## src/rtl/ram_pkg.sv

```systemverilog
// Shared constants for the sequential RAM read engine: default widths,
// FSM encoding and the skid buffer depth used for read credit accounting.
package ram_pkg;

   localparam int ADDR_W_DEF = 6;
   localparam int DATA_W_DEF = 8;

   localparam logic [1:0] ST_IDLE  = 2'd0;
   localparam logic [1:0] ST_RUN   = 2'd1;
   localparam logic [1:0] ST_DRAIN = 2'd2;

   localparam int SKID_DEPTH = 2;

   // A new read may launch only if every word already owed to the stream
   // (buffered or still in the RAM pipeline) fits, counting this cycle's pop.
   function automatic logic has_credit(input logic [2:0] occupied, input logic pop);
      return occupied < (3'(SKID_DEPTH) + {2'b00, pop});
   endfunction

endpackage

```

## src/rtl/ram_rd_skid.sv

```systemverilog
// Two-entry first-word-fall-through buffer between the RAM read data and the
// output stream; head word is always presented on o_data.
module ram_rd_skid
   import ram_pkg::*;
#(
   parameter int DATA_W = DATA_W_DEF
) (
   input  logic              clk,
   input  logic              rst,
   input  logic              i_push,
   input  logic [DATA_W-1:0] i_push_data,
   input  logic              i_pop,
   output logic [DATA_W-1:0] o_data,
   output logic              o_valid,
   output logic [1:0]        o_count
);

   logic [DATA_W-1:0] r_head;
   logic [DATA_W-1:0] r_tail;
   logic [1:0]        r_count;
   logic              w_pop;

   assign w_pop = i_pop & (r_count != 2'd0);

   always_ff @(posedge clk) begin
      if (rst) begin
         r_head  <= '0;
         r_tail  <= '0;
         r_count <= 2'd0;
      end else begin
         case ({i_push, w_pop})
            2'b10: begin
               if (r_count == 2'd0) r_head <= i_push_data;
               else                 r_tail <= i_push_data;
               r_count <= r_count + 2'd1;
            end
            2'b01: begin
               r_head  <= r_tail;
               r_count <= r_count - 2'd1;
            end
            2'b11: begin
               // Count is unchanged; the new word lands behind whatever remains.
               if (r_count == 2'd1) begin
                  r_head <= i_push_data;
               end else begin
                  r_head <= r_tail;
                  r_tail <= i_push_data;
               end
            end
            default: ;
         endcase
      end
   end

   assign o_data  = r_head;
   assign o_valid = (r_count != 2'd0);
   assign o_count = r_count;

endmodule

```

## src/rtl/ram_seq_reader.sv

```systemverilog
// Sequential read engine: reads start_addr .. start_addr+len-1 (wrapping) from
// a 1-cycle-latency RAM and streams the words out with valid/ready.
module ram_seq_reader
   import ram_pkg::*;
#(
   parameter int ADDR_W = ADDR_W_DEF,
   parameter int DATA_W = DATA_W_DEF
) (
   input  logic              clk,
   input  logic              rst,
   input  logic              start,
   input  logic [ADDR_W-1:0] start_addr,
   input  logic [ADDR_W:0]   len,
   output logic              busy,
   output logic              done,
   output logic [ADDR_W-1:0] read_addr,
   input  logic [DATA_W-1:0] ram_q,
   output logic [DATA_W-1:0] out_data,
   output logic              out_valid,
   input  logic              out_ready,
   output logic              out_last
);

   logic [1:0]        r_state;
   logic [ADDR_W-1:0] r_addr_ctr;
   logic [ADDR_W-1:0] r_read_addr;
   logic [ADDR_W:0]   r_issue_left;
   logic [ADDR_W:0]   r_beats_left;
   logic [1:0]        r_inflight;   // [0] address at RAM port, [1] word on ram_q
   logic              r_busy;
   logic              r_done;

   logic              w_accept;
   logic              w_first_issue;
   logic              w_issue;
   logic              w_pop;
   logic [1:0]        w_count;
   logic [2:0]        w_occupied;

   assign w_accept      = (r_state == ST_IDLE) && start && !r_busy;
   assign w_first_issue = w_accept && (len != '0);
   assign w_pop         = out_valid & out_ready;
   assign w_occupied    = {1'b0, w_count} + {2'b00, r_inflight[0]} + {2'b00, r_inflight[1]};
   assign w_issue       = (r_state == ST_RUN) && (r_issue_left != '0)
                          && has_credit(w_occupied, w_pop);

   always_ff @(posedge clk) begin
      if (rst) begin
         r_state      <= ST_IDLE;
         r_addr_ctr   <= '0;
         r_read_addr  <= '0;
         r_issue_left <= '0;
         r_beats_left <= '0;
         r_inflight   <= 2'b00;
         r_busy       <= 1'b0;
         r_done       <= 1'b0;
      end else begin
         r_done     <= 1'b0;
         r_inflight <= {r_inflight[0], w_first_issue | w_issue};
         if (r_done)
            r_busy <= 1'b0;
         if (w_pop && (r_beats_left != '0))
            r_beats_left <= r_beats_left - 1'b1;

         case (r_state)
            ST_IDLE: begin
               if (w_accept) begin
                  r_busy <= 1'b1;
                  if (len == '0) begin
                     r_done <= 1'b1;
                  end else begin
                     // The first read launches on the accept edge itself.
                     r_read_addr  <= start_addr;
                     r_addr_ctr   <= start_addr + 1'b1;
                     r_issue_left <= len - 1'b1;
                     r_beats_left <= len;
                     r_state      <= ST_RUN;
                  end
               end
            end
            ST_RUN: begin
               if (w_issue) begin
                  r_read_addr  <= r_addr_ctr;
                  r_addr_ctr   <= r_addr_ctr + 1'b1;
                  r_issue_left <= r_issue_left - 1'b1;
               end
               if (r_issue_left == '0)
                  r_state <= ST_DRAIN;
            end
            ST_DRAIN: begin
               if (w_pop && (r_beats_left == 1)) begin
                  r_done  <= 1'b1;
                  r_state <= ST_IDLE;
               end
            end
            default: r_state <= ST_IDLE;
         endcase
      end
   end

   ram_rd_skid #(
      .DATA_W (DATA_W)
   ) u_skid (
      .clk         (clk),
      .rst         (rst),
      .i_push      (r_inflight[1]),
      .i_push_data (ram_q),
      .i_pop       (w_pop),
      .o_data      (out_data),
      .o_valid     (out_valid),
      .o_count     (w_count)
   );

   assign busy      = r_busy;
   assign done      = r_done;
   assign read_addr = r_read_addr;
   assign out_last  = out_valid & (r_beats_left == 1);

endmodule
```

## config.mk

```make
export PLATFORM = sky130hd
export DESIGN_NAME = ram_seq_reader
export DESIGN_NICKNAME = d
export VERILOG_FILES = /design/src/rtl/ram_pkg.sv /design/src/rtl/ram_rd_skid.sv /design/src/rtl/ram_seq_reader.sv
export SDC_FILE = /design/constraint.sdc
export NUM_CORES = 1
export LEC_CHECK = 0
export ABC_CLOCK_PERIOD_IN_PS = 2500
export BUFFER_PORTS_ARGS = -buffer_cell sky130_fd_sc_hd__buf_2
export CORE_UTILIZATION = 40
export CTS_BUF_LIST = sky130_fd_sc_hd__clkbuf_8
export DETAILED_ROUTE_END_ITERATION = 16
export GPL_ROUTABILITY_DRIVEN = 0
export PLACE_DENSITY = 0.58
export SYNTH_ARGS = -nofsm -noshare
export SYNTH_HDL_FRONTEND = slang
export SYNTH_HIERARCHICAL = 1
export SYNTH_SLANG_ARGS = --single-unit
```

## constraint.sdc

```tcl
create_clock -name clk -period 2.5 [get_ports clk]
set_input_delay 0.625 -clock clk [delete_from_list [all_inputs] [get_ports clk]]
set_output_delay 0.625 -clock clk [all_outputs]
set_load 0.05 [all_outputs]
```

==> qor.csv <==
metric;value;unit
Hold Crit Class;flip-flop to flip-flop;
antenna violations before repair;0;
initial core utilization;0.4176;
hold buffer count at cts;0;
# nets final;410;
fin crit period;2.380;ns
library cells used by synthesis;63;
unrepaired setup endpoints after global routing;no;
drt drc;0;
Seq/Total Area, Yosys;0.3509;
power per standard cell area;906.9;nW/um2
Final Max Slew Viols;0;
total gr overflow;0;
Total GRT Usage;0.1788;
Arrival @ worst endpoint;1.75;ns
first-pass GRT wire length;10.51;mm
num rows;30;
vias in the first global route;2195;
Core ar.;6832;um2
htree depth;2;
final critical-path share of the clock period;0.9519;
Final HPWL DP;4.765;mm
Max VDD drop;0.2724;mV
MaxCap Viol Count;0;
setup TNS;0;ns
Final Hold Viols;0;
Die Y;86.45;um
die area;7474;um2
via/cell ratio;5.096;
die width;86.45;um
DR WL/cell;13.55;um
CTS tree;done;
Antenna diodes;0;
synthesis-to-layout area growth;19.47;%
startpoint types;flip-flop;
PortBufs;42;
DRT Wirelength;6.341;mm
cell area after synthesis;2853;um2
Post-Syn Area per Cell;9.028;um2
clk slew on worst S/H paths;0.10;ns
Clock Skews;0.01628;ns
post-synth top area cell;dfxtp_1;
drt pass-1 iters;4;
Num CTS Buffers;5;
Leakage Power;1.499;nW
Max Clock Freq;420.2;MHz
root buffer cell;clkbuf_8;
max incr delay on CP;0.58;ns
relative slew slack;0.5136;
top_reg_cell synth;dfxtp_1;
CP Max Fanout;3;
clk_lat worst skew;0.32;ns
crit path kind;flip-flop to primary output;
synth top area cells;dfxtp_1 (35%), ha_1 (5.7%), mux2i_1 (4.9%);
setup violators final;0;
flops & latches, synth;50;
largest net degree at the start of global routing;26;
Antenna Nets Post-Route;0;
crit-path cells;or4_1 -> nor2_2 -> and3_1 -> buf_4;
Async SR Flop Fraction;0;
post-layout util;0.4989;
status;complete, no violations;
EDFF count, synth;0;
Worst setup EP type;primary output;
Synth warnings;6;
routed vias;2385;
post-synth top area share;0.3509;
Worst-Margin Slew;0.7230;ns
Ports;43;
cells after synthesis;316;
share of layout cells above drive strength 1;0.2849;
Critical Path RT;1.88;ns
net count after synthesis;355;
clk sinks;50;
drt initial violations;78;
CP max stage cell;or4_1;
CTS Buffer Depth;2;
[through the flow]
step,std cells,worst slack (ns),power (mW),cell area [um2],hold slack [ns]
final,468,0.1202,3.091,3408,0.4736
after global routing,468,0.03718,3.305,3408,0.5020
after CTS,467,0.03401,3.113,3386,0.4795
after detailed placement,459,0.04793,2.497,3267,0.4655
after global placement,459,0.06191,2.487,3267,0.4562
after floorplan,316,0.03704,2.142,2861,0.4338
[synthesized netlist by cell type, types with 3 or more instances]
master and count:
dfxtp_1 50, nand2_1 37, nor2_1 36, a21oi_1 16
inv_1 15, mux2i_1 14, ha_1 13, nand3_1 9
a221oi_2 8, nor3_2 8, clkbuf_1 6, o21ai_0 6
xnor2_1 6, xor2_1 6, nand2b_1 5, o31ai_1 5
mux2_2 4, nor3_1 4, o211ai_1 4, and3_1 3
nor2b_1 3, nor4_1 3
[flip-flops by register name (all words and copies together) (netlist names), 6 cells and up]
name / count
r_beats_left: 7
r_issue_left: 7
read_addr: 6
u_skid/o_data: 8
u_skid/r_tail: 8
r_addr_ctr: 6
[layout by cell type (no fill, tap or decap), types with 5 or more instances in the layout]
| cell | instances |
|---|---|
| dfxtp_1 | 50 |
| buf_2 | 41 |
| nand2_1 | 37 |
| nor2_1 | 35 |
| a21oi_1 | 16 |
| buf_4 | 16 |
| inv_1 | 15 |
| mux2i_1 | 14 |
| ha_1 | 13 |
| nand3_1 | 9 |
| a221oi_2 | 8 |
| nor3_2 | 8 |
| xnor2_1 | 6 |
| o21ai_0 | 6 |
| xor2_1 | 6 |
| nand2b_1 | 5 |
| o31ai_1 | 5 |
| clkbuf_8 | 5 |
[metal layers]
metal	GRT usage	vias to the layer above	wire [um]
li1	-	1231	-
met1	0.2493	1114	3170
met2	0.2771	35	2845
met3	0.03429	5	247
met4	0.05909	0	77
met5	0	-	0
[report_power, final]
group	internal, mW	switching, mW	leakage [nW]
Clock	0.306	0.297	0.0591
Combinational	0.561	0.831	1.03
Sequential	0.962	0.134	0.410
Total	1.83	1.26	1.50
[worst max-delay path, delay by kind of cell, from the launching register on]
| family | cells | cell delay [ns] |
|---|---|---|
| AND/OR/NAND/NOR | 3 | 0.90 |
| buffers and inverters | 1 | 0.20 |
| flip-flops | 1 | 0.34 |
[final cells by class]
cell class | instances | area [um2]
Inverter | 17 | 66.31
Clock buffer | 5 | 68.82
Fill cell | 684 | 3423
Tap cell | 96 | 120.1
Clock inverter | 3 | 47.55
Timing Repair Buffer | 60 | 385.4
Multi-Input combinational cell | 237 | 1719
Sequential cell | 50 | 1001
[repair_timing]
item	4_1_cts	5_1_grt
pin swaps	0	1
setup endpoints to repair	1	16
setup buffers	0	1
gates resized for setup	1	2
[cells by family after synthesis]
logic type / after synthesis / synth area share
buffers and inverters: 29 / 0.04912
adder cells (fa/ha/maj): 14 / 0.06404
AND/OR/NAND/NOR: 129 / 0.2373
flip-flops: 50 / 0.3509
multiplexers: 18 / 0.06491
AO/OA/AOI/OAI: 64 / 0.1969
XOR/XNOR: 12 / 0.03684
[worst paths after layout]
kind                             startpoint                       endpoint  slack, ns  cells past startpoint
min              r_addr_ctr[5]$_SDFFE_PP0P_     r_addr_ctr[5]$_SDFFE_PP0P_       0.47                      2
max reg2reg  u_skid/o_count[1]$_SDFFE_PP0P_  u_skid/o_data[3]$_SDFFE_PP0P_       0.23                     10
min reg2reg      r_addr_ctr[5]$_SDFFE_PP0P_     r_addr_ctr[5]$_SDFFE_PP0P_       0.47                      2
max              r_beats_left[3]$_SDFF_PP0_                       out_last       0.12                      4
Power figures use the tool's default switching activity.
